### config.mk
export PLATFORM = sky130hd
export DESIGN_NAME = btn_debouncer
export DESIGN_NICKNAME = d
export VERILOG_FILES = /design/src/rtl/btn_debouncer.sv
export SDC_FILE = /design/constraint.sdc
export NUM_CORES = 1
export LEC_CHECK = 0
export BUFFER_PORTS_ARGS = -buffer_cell sky130_fd_sc_hd__buf_2
export CAP_MARGIN = 20
export CORE_MARGIN = 2
export CORE_UTILIZATION = 30
export CTS_CLUSTER_DIAMETER = 80
export DETAILED_ROUTE_END_ITERATION = 8
export MAX_ROUTING_LAYER = met4
export SETUP_SLACK_MARGIN = 0.05
export SLEW_MARGIN = 20
export SYNTH_ARGS = -nofsm -noshare
export SYNTH_HDL_FRONTEND = slang
export SYNTH_SLANG_ARGS = --single-unit
### constraint.sdc
create_clock -name clk -period 3.2 [get_ports clk]
set_input_delay 0.16 -clock clk [delete_from_list [all_inputs] [get_ports clk]]
set_output_delay 0.16 -clock clk [all_outputs]
set_load 0.01 [all_outputs]
### src/rtl/btn_debouncer.sv
// Pushbutton conditioner: synchronise, debounce, one-shot each press.
// Chorded presses are rejected and flagged on chord_err.
module btn_debouncer #(
  parameter int NUM_BTNS        = 3,
  parameter int SYNC_STAGES     = 2,
  parameter int DEBOUNCE_CYCLES = 500000
) (
  input  logic                clk,
  input  logic                rst_n,
  input  logic [NUM_BTNS-1:0] btn_raw,
  output logic [NUM_BTNS-1:0] btn_level,
  output logic [NUM_BTNS-1:0] btn_pulse,
  output logic                oneshotted_or,
  output logic                chord_err
);

  localparam int CW = $clog2(DEBOUNCE_CYCLES);
  localparam logic [CW-1:0] CNT_MAX = CW'(DEBOUNCE_CYCLES - 1);
  localparam logic [CW-1:0] CNT_ONE = CW'(1);

  typedef enum logic [1:0] {
    IDLE_ST,
    PRESS_WAIT_ST,
    PRESSED_ST,
    RELEASE_WAIT_ST
  } state_t;

  logic [NUM_BTNS-1:0] sync_q [SYNC_STAGES];
  logic [NUM_BTNS-1:0] s;
  logic [NUM_BTNS-1:0] qual;
  logic [NUM_BTNS-1:0] held;
  logic [NUM_BTNS-1:0] lvl_d;
  logic [NUM_BTNS-1:0] pulse_d;
  logic                single;
  logic                accept;
  logic                chord_d;

  always_ff @(posedge clk or negedge rst_n) begin
    if (!rst_n) begin
      for (int j = 0; j < SYNC_STAGES; j++) begin
        sync_q[j] <= '0;
      end
    end else begin
      sync_q[0] <= btn_raw;
      for (int j = 1; j < SYNC_STAGES; j++) begin
        sync_q[j] <= sync_q[j-1];
      end
    end
  end

  assign s = sync_q[SYNC_STAGES-1];

  for (genvar i = 0; i < NUM_BTNS; i++) begin : g_btn
    state_t        state_q;
    state_t        state_d;
    logic [CW-1:0] cnt_q;
    logic [CW-1:0] cnt_d;
    logic          qual_d;

    always_ff @(posedge clk or negedge rst_n) begin
      if (!rst_n) begin
        state_q <= IDLE_ST;
        cnt_q   <= '0;
      end else begin
        state_q <= state_d;
        cnt_q   <= cnt_d;
      end
    end

    always_comb begin
      state_d = state_q;
      cnt_d   = cnt_q;
      qual_d  = 1'b0;
      unique case (state_q)
        IDLE_ST: begin
          if (s[i]) begin
            state_d = PRESS_WAIT_ST;
            cnt_d   = CNT_ONE;
          end
        end
        PRESS_WAIT_ST: begin
          if (!s[i]) begin
            state_d = IDLE_ST;
          end else if (cnt_q == CNT_MAX) begin
            state_d = PRESSED_ST;
            qual_d  = 1'b1;
          end else begin
            cnt_d = cnt_q + CNT_ONE;
          end
        end
        PRESSED_ST: begin
          if (!s[i]) begin
            state_d = RELEASE_WAIT_ST;
            cnt_d   = CNT_ONE;
          end
        end
        RELEASE_WAIT_ST: begin
          if (s[i]) begin
            state_d = PRESSED_ST;
          end else if (cnt_q == CNT_MAX) begin
            state_d = IDLE_ST;
          end else begin
            cnt_d = cnt_q + CNT_ONE;
          end
        end
        default: state_d = IDLE_ST;
      endcase
    end

    assign qual[i]  = qual_d;
    assign held[i]  = (state_q == PRESSED_ST) ||
                      (state_q == RELEASE_WAIT_ST);
    assign lvl_d[i] = (state_d == PRESSED_ST) ||
                      (state_d == RELEASE_WAIT_ST);
  end

  // A lone qualifying press is only accepted if no other button is down.
  assign single  = (|qual) &&
                   ((qual & (qual - NUM_BTNS'(1))) == '0);
  assign accept  = single && !(|held);
  assign pulse_d = accept ? qual : '0;
  assign chord_d = (|qual) && !accept;

  always_ff @(posedge clk or negedge rst_n) begin
    if (!rst_n) begin
      btn_level <= '0;
      btn_pulse <= '0;
      chord_err <= 1'b0;
    end else begin
      btn_level <= lvl_d;
      btn_pulse <= pulse_d;
      chord_err <= chord_d;
    end
  end

  assign oneshotted_or = |btn_pulse;

endmodule

# Word level (Yosys, flattened, before mapping)
# Index checks and enable logic that the tools add are counted.
# classes
n_eq_ne,30
n_mux,49
n_addsub,4
n_bitwise,1
reduce_logical,21
# op_table
op,count
19-bit two-way mux,15
19-bit case mux with 4 select lines,3
19-bit by 1-bit adder with 19-bit output (second input constant),3
19-bit == test (second input constant),3
2-bit two-way mux,18
2-bit == test (second input constant),12
2-bit != test (second input constant),12
2-bit case mux with 4 select lines,3
4-bit AND reduction,3
1-bit two-way mux,9
3-bit OR reduction,3
2-bit by 1-bit == test with 1-bit output (second input constant),3
2-bit logical NOT,3
1-bit logical OR,6
3-bit bitwise AND,1
1-bit logical AND,3
3-bit logical NOT,1
3-bit two-way mux,1
3-bit by 1-bit subtractor with 3-bit output (second input constant),1
1-bit logical NOT,2
# word_totals
output_inout_bits,8
inputBits,5
register_bits,76
word_cells,116

# Logic depth before layout (Yosys ltp)
# Gate-level depths: netlist of the first run.
# depth
depth_word,11
mapped_depth,7
mapped_depth_nobuf,6

# Worst setup path after synthesis of the first run
# No wires, ideal clock.
# synth_timing
path_type,register -> register
from,reg g_btn[0].cnt_q[7]
to,reg btn_pulse[2]
setup_time_ps,121
period_less_slack_ps,1808
path_stages_with_launch,5
required_ps,3079
t_arrival_ps,1687
path_buffers,0
setup_slack_ps,1392
cell_sequence,dfrtp_1 -> nor4b_1 -> nand4_1 -> nor4b_1 -> and4bb_2
# synth_between
elab_chain_cells,10
# synth_lines
element,line_no,source
"start, declared",56,logic [CW-1:0] cnt_q;
"start signal, assigned",66,cnt_q <= cnt_d;
19-bit == test (*),84,end else if (cnt_q == CNT_MAX) begin
1-bit two-way mux (*),84,
1-bit two-way mux (*),82,if (!s[i]) begin
1-bit two-way mux (*),74,unique case (state_q)
3-bit by 1-bit subtractor with 3-bit output,119,((qual & (qual - NUM_BTNS'(1))) == '0);
3-bit bitwise AND,119,
3-bit logical NOT,119,
1-bit logical AND (*),118,assign single = (|qual) &&
1-bit logical AND (*),120,assign accept = single && !(|held);
3-bit two-way mux (*),121,assign pulse_d = accept ? qual : '0;
via pulse_d[2],33,logic [NUM_BTNS-1:0] pulse_d;
"end signal, assigned",131,btn_pulse <= pulse_d;
"end, declared",12,"output logic [NUM_BTNS-1:0] btn_pulse,"
# The timed path passes the listed nets; every way through them passes the cells marked *.
# A chain may end at the register's enable or synchronous reset.

# Final worst setup path of the first run
# layout_timing
from,reg g_btn[1].cnt_q[5]
to,reg g_btn[1].cnt_q[15]
# layout_between
elab_chain_cells,4
# layout_lines
element,line_no
"start, declared",56
"start signal, assigned",66
19-bit by 1-bit adder with 19-bit output / 19-bit == test (equally long branches),--
19-bit two-way mux (*),"84, 100"
"19-bit two-way mux, on equally long branches","98, 82"
19-bit case mux with 4 select lines (*),74
# Mark *: on every way between the ends. The rest lies on a longest branch, timed or not. The select of a mux whose other input is x is not followed.

==> results.yml, run 1 <==
synth:
  syn_inst: 379
  synth_top_area_cell: "dfrtp_1"
  synth_edf_count: 0
  netlist.area_leader.share_pct: 50.5
  yosys_warnings: 0
  seq_area_frac_synth_pct: 50.5
  ys.flop_type: "dfrtp_1"
  synth_area_leaders: "dfrtp_1 (51%), xor2_1 (4.7%), nor2_1 (4.6%)"
  syn_avg_cell_area_sq_um: 9.80
  ys_seq_elements: 75
  synth_async_sr_flop_share_pct: 100
  synth.distinct_cells: 43
  synth_area_sq_um: 3720
  syn-num-nets: 387
layout:
  final_cells: 569
  layout_commonest_cell: "dfrtp_1"
  post-route-util_pct: 35.8
  diodes: 0
  finalNetCount: 404
  layout_common_cells: "dfrtp_1 (75), nor2_1 (46), nand2_1 (27)"
  final_layout_size_suffix_gt1_share_pct: 10.2
  area_growth_pct: 16.2
clock_tree:
  cts.reportedPaths.clkPinSlew_ps: 60
  cts_setup_buffers: 0
  cts_inserted_buffers: 9
  cts.sinks: 75
  htreeDepth: 3
  cts_max_path_buffers: 2
  clock_insertion_delay_worst_skew_ps: 330
  cts_tree: "done"
  clockRootBuffer: "clkbuf_16"
worst_setup_path:
  path_delay_family: "simple AND/OR/NAND/NOR gates"
  critPathCaptureType: "register"
  crit_slowest_cell: "o211ai_1"
  cp_cell_sequence: "nor4_1, nand4_1, o211ai_1, or3_1, a21oi_1"
  max_stage_delay_ps: 650
  crit_cells: 5
  critPathBufInv: 0
  cp-start-kind: "register"
  path_class: "register to register"
  required_ps: 3360
  crit_path_max_fanout: 12
  reg2reg_depth: 5
  arrival_ps: 2630
placement:
  place_ws_ps: 789
  hpwlAfterDp_um: 5140
  gp_congestion: 0.810
  port_buffers: 12
  dp.cells: 550
routing:
  first_iter_violations: 196
  wirelength_um: 7820
  wl_per_cell_um: 13.7
  vias_per_cell: 5.05
  first_pass_iters: 4
  drtAntennaViolNets: 0
  drc: 0
  via_count: 2876
floorplanning:
  dieArea_sq_um: 13300
  die_y_um: 115
  core-area_sq_um: 12100
  num_rows: 40
  floorplan.initialDensity_pct: 30.8
  die_w_um: 115
  io_pins: 13
grt:
  grt_overflow: 0
  grt_start_max_net_pins: 76
  antenna_found_initial: 0
  track_usage_pct: 13.3
  grt_first_pass_wirelength_um: 13700
  grt_pass1_vias: 2842
sta:
  maxSlewHeadroom_pct: 29.4
  hold_violations: 41
  whs_ps: -28.2
  finalWorstSetupSlack_ps: 728
  slew_violations: 0
  worst_pin_slew_ps: 1060
  finalSetupViolations: 0
  fin_worst_skew_ps: 5.96
  fin_crit_sh_pct: 77.2
  rsz0062_at_grt: "no"
  fin_crit_ps: 2470
  timing.fmax_mhz: 405
  tns_ps: 0
power:
  pwr_density_cell_nw_per_um2: 521
  peakVddDrop_mv: 0.329
  power_mw: 2.25
  leakagePower_nw: 1.76
job:
  cap_viol_max_count: 0
outcome:
  status: "complete, but fails checks"
  violations: "hold timing"
min_path:
  min-delay-path-class: "primary input to async pin"
timing repair:
item | in CTS | in global routing
gates resized for setup | 0 | 0
hold buffers | 3 | 0
hold endpoints to repair | 3 | 0
metal layers:
metal / up-vias / global-route usage [%] / wire (um)
met5: - / - / 0
met4: 0 / 3.69 / 134
met3: 13 / 3.74 / 275
met2: 50 / 20.6 / 3670
met1: 1413 / 17.1 / 3730
li1: 1400 / - / -
area by class of cell:
type / count / area (sq um)
Clock buffer: 11 / 253
Clock inverter: 5 / 85.1
Fill cell: 1202 / 7740
Inverter: 9 / 33.8
Multi-Input combinational cell: 285 / 1760
Sequential cell: 75 / 1880
Tap cell: 168 / 210
Timing Repair Buffer: 16 / 100
sequential cells by signal, indices dropped and copies added, names as in the netlist:
name	count
btn_level	2
g_btn.cnt_q	57
chord_err	1
btn_pulse	3
g_btn.state_q	6
s	3
sync_q	3
kinds of logic after synthesis:
family | synth area share (%)
and+or+nand+nor | 26.5
xor gates and xnor gates | 8.45
buffers and inverters | 2.15
adders and majority gates | 1.01
AOI/OAI and AO/OA | 9.60
muxes | 1.82
DFF | 50.5
cells in the mapped netlist (2+ instances only):
library cell	n
a21oi_1	19
a41oi_1	2
and2_1	4
and3_1	7
and4_1	3
and4bb_2	3
buf_2	4
clkbuf_1	5
dfrtp_1	75
ha_1	3
inv_1	9
mux2_2	6
nand2_1	27
nand3_1	16
nand4_1	22
nand4b_1	2
nor2_1	46
nor2b_1	3
nor3_1	12
nor3b_1	3
nor4_1	5
nor4b_1	6
nor4bb_1	4
o211ai_1	4
o21ai_0	25
o31ai_1	4
or3_1	11
or4_1	2
xnor2_1	14
xor2_1	20
metrics by stage:
| step | cell area, sq um | hold slack [ps] |
|---|---|---|
| after floorplan | 3720 | -136 |
| after global placement | 3950 | 270 |
| after detailed placement | 3950 | 270 |
| after CTS | 4320 | 20.9 |
| after global routing | 4320 | 59.0 |
| final | 4320 | -28.2 |
final timing paths:
path                                                    start                        endpoint  slack (ps)
worst max-delay path            g_btn[1].cnt_q[5]$_DFFE_PN0P_  g_btn[1].cnt_q[15]$_DFFE_PN0P_         730
worst min-delay path                                    rst_n          btn_level[0]$_DFF_PN0_         -30
worst max register to register  g_btn[1].cnt_q[5]$_DFFE_PN0P_  g_btn[1].cnt_q[15]$_DFFE_PN0P_         730
worst min register to register            sync_q[3]$_DFF_PN0_                  s[0]$_DFF_PN0_         350
max in group asynchronous                               rst_n   g_btn[2].cnt_q[6]$_DFFE_PN0P_        2610
min in group clk                          sync_q[3]$_DFF_PN0_                  s[0]$_DFF_PN0_         350
where the power goes:
part	leakage, nW	internal, mW	total, mW	switching (mW)
combinational	0.588	0.0372	0.104	0.0667
sequential	1.01	0.982	1.02	0.0382
clock	0.162	0.728	1.13	0.400
total	1.76	1.75	2.25	0.505
(Power assumes the default switching activity.)
==> run 2, diff against run 1 <==
==> constraint.sdc (replaced) <==
create_clock -name clk -period 2.2 [get_ports clk]
set_input_delay 0.11 -clock clk [delete_from_list [all_inputs] [get_ports clk]]
set_output_delay 0.11 -clock clk [all_outputs]
set_load 0.01 [all_outputs]
==> results.yml, run 2 (same netlist as run 1, synthesis figures left out) <==
outcome:
  status: "complete, no violations"
routing:
  first_iter_violations: 170
  drtAntennaViolNets: 0
  vias_per_cell: 4.95
  wl_per_cell_um: 13.2
  wirelength_um: 7750
  drc: 0
  via_count: 2895
  first_pass_iters: 4
worst_setup_path:
  ff2ff_setup_slack_ps: 190
  path_class: "register to register"
  r2r-end: "g_btn[1].cnt_q[0]$_DFFE_PN0P_"
  arrival_ps: 2210
  worstReg2RegStart: "g_btn[1].cnt_q[6]$_DFFE_PN0P_"
  crit_path_max_fanout: 7
  reg2reg_depth: 4
  cp-start-kind: "register"
  required_ps: 2400
  critPathCaptureType: "register"
power:
  leakagePower_nw: 1.84
  pwr_density_cell_nw_per_um2: 721
  power_mw: 3.20
  peakVddDrop_mv: 0.376
grt:
  grt_start_max_net_pins: 76
  track_usage_pct: 13.1
  antenna_found_initial: 0
  grt_pass1_vias: 2878
  grt_overflow: 0
  grt_first_pass_wirelength_um: 13400
min_path:
  min_to: "s[0]$_DFF_PN0_"
  min_from: "sync_q[3]$_DFF_PN0_"
  min_path_cells: 0
  min-delay-path-class: "register to register"
layout:
  finalNetCount: 422
  regMostFlops: "g_btn.cnt_q"
  layout_common_cells: "dfrtp_1 (75), nor2_1 (46), nand2_1 (27)"
  final_layout_size_suffix_gt1_share_pct: 13.4
  diodes: 0
  largest_reg_flops: 57
  layout_commonest_cell: "dfrtp_1"
  area_growth_pct: 19.5
  post-route-util_pct: 36.8
  top_regs: "g_btn.cnt_q x57, g_btn.state_q x6"
  final_area_sq_um: 4440
sta:
  maxSlewHeadroom_pct: 36.7
  tns_ps: 0
  timing.fmax_mhz: 497
  slew_violations: 0
  hold_violations: 0
  fin_crit_sh_pct: 91.4
  fin_worst_skew_ps: 6.64
  finalSetupViolations: 0
  whs_ps: 348
  rsz0062_at_grt: "no"
  worst_pin_slew_ps: 950
  fin_crit_ps: 2010
floorplanning:
  dieArea_sq_um: 13300
  core-area_sq_um: 12100
  die_w_um: 115
  io_pins: 13
  num_rows: 40
  floorplan.initialDensity_pct: 30.8
  die_y_um: 115
clock_tree:
  cts_inserted_buffers: 9
  cts_max_path_buffers: 2
  clockRootBuffer: "clkbuf_16"
  cts.reportedPaths.clkPinSlew_ps: 60
  cts_tree: "done"
  clock_insertion_delay_worst_skew_ps: 330
  cts.sinks: 75
  htreeDepth: 3
job:
  cap_viol_max_count: 0
placement:
  gp_congestion: 0.868
  hpwlAfterDp_um: 5300
  port_buffers: 12
  postPlaceCellArea_sq_um: 4070
[run 2: cell types whose count changed in the layout (fill, tap and decap cells not counted)]
cell	change
o21ai_4	+1
dlygate4sd3_1	+1
clkbuf_8	-1
o21ai_2	-1
clkinv_4	-1
buf_4	+17
[run 2: worst max path at each step]
stage	startpoint	endpoint	depth (start not counted)
5_1_grt	g_btn[1].cnt_q[0]$_DFFE_PN0P_	g_btn[1].cnt_q[12]$_DFFE_PN0P_	6
6_report	g_btn[1].cnt_q[6]$_DFFE_PN0P_	g_btn[1].cnt_q[0]$_DFFE_PN0P_	4
4_1_cts	g_btn[2].cnt_q[5]$_DFFE_PN0P_	g_btn[2].cnt_q[12]$_DFFE_PN0P_	6
3_5_place_dp	g_btn[2].cnt_q[5]$_DFFE_PN0P_	g_btn[2].cnt_q[12]$_DFFE_PN0P_	6
2_1_floorplan	g_btn[0].cnt_q[7]$_DFFE_PN0P_	btn_pulse[2]$_DFF_PN0_	4
3_3_place_gp	g_btn[2].cnt_q[11]$_DFFE_PN0P_	g_btn[2].cnt_q[12]$_DFFE_PN0P_	6
[run 2: final cells by class]
cell class | count | area, sq um
Multi-Input combinational cell | 285 | 1770
Inverter | 9 | 33.8
Clock buffer | 10 | 239
Timing Repair Buffer | 34 | 238
Fill cell | 1205 | 7620
Clock inverter | 4 | 76.3
Tap cell | 168 | 210
Sequential cell | 75 | 1880
[run 2: power breakdown]
part / switching (mW) / total, mW / internal, mW
registers: 0.0553 / 1.48 / 1.43
clock network: 0.542 / 1.55 / 1.01
logic: 0.102 / 0.166 / 0.0636
total: 0.699 / 3.20 / 2.50
[run 2: stage by stage]
| step | instances | worst slack, ps |
|---|---|---|
| global placement | 566 | 206 |
| detailed placement | 566 | 148 |
| CTS | 584 | 124 |
| global route | 585 | 52.8 |
| finish | 585 | 189 |
| floorplan | 379 | 392 |
[run 2: repair_timing]
item / CTS / global route
gates resized for setup: 0 / 1
setup endpoints to repair: 0 / 11
setup buffers: 0 / 1
endpoints found under the hold margin: 78 / 0
hold buffers: 4 / 0
[run 2: layer usage]
layer | vias to the layer above | track usage, % | part of all wire, %
met2 | 42 | 20.6 | 47
li1 | 1440 | - | -
met5 | - | - | 0
met1 | 1408 | 16.5 | 50
met3 | 5 | 3.69 | 3.1
met4 | 0 | 3.94 | 0.55
[run 2: critical path, cell delays in order, from the launching register on]
cell and delay [ps]:
dfrtp_1 420, nor4_1 400, nand4_1 350, o21ai_0 350, mux2_2 380
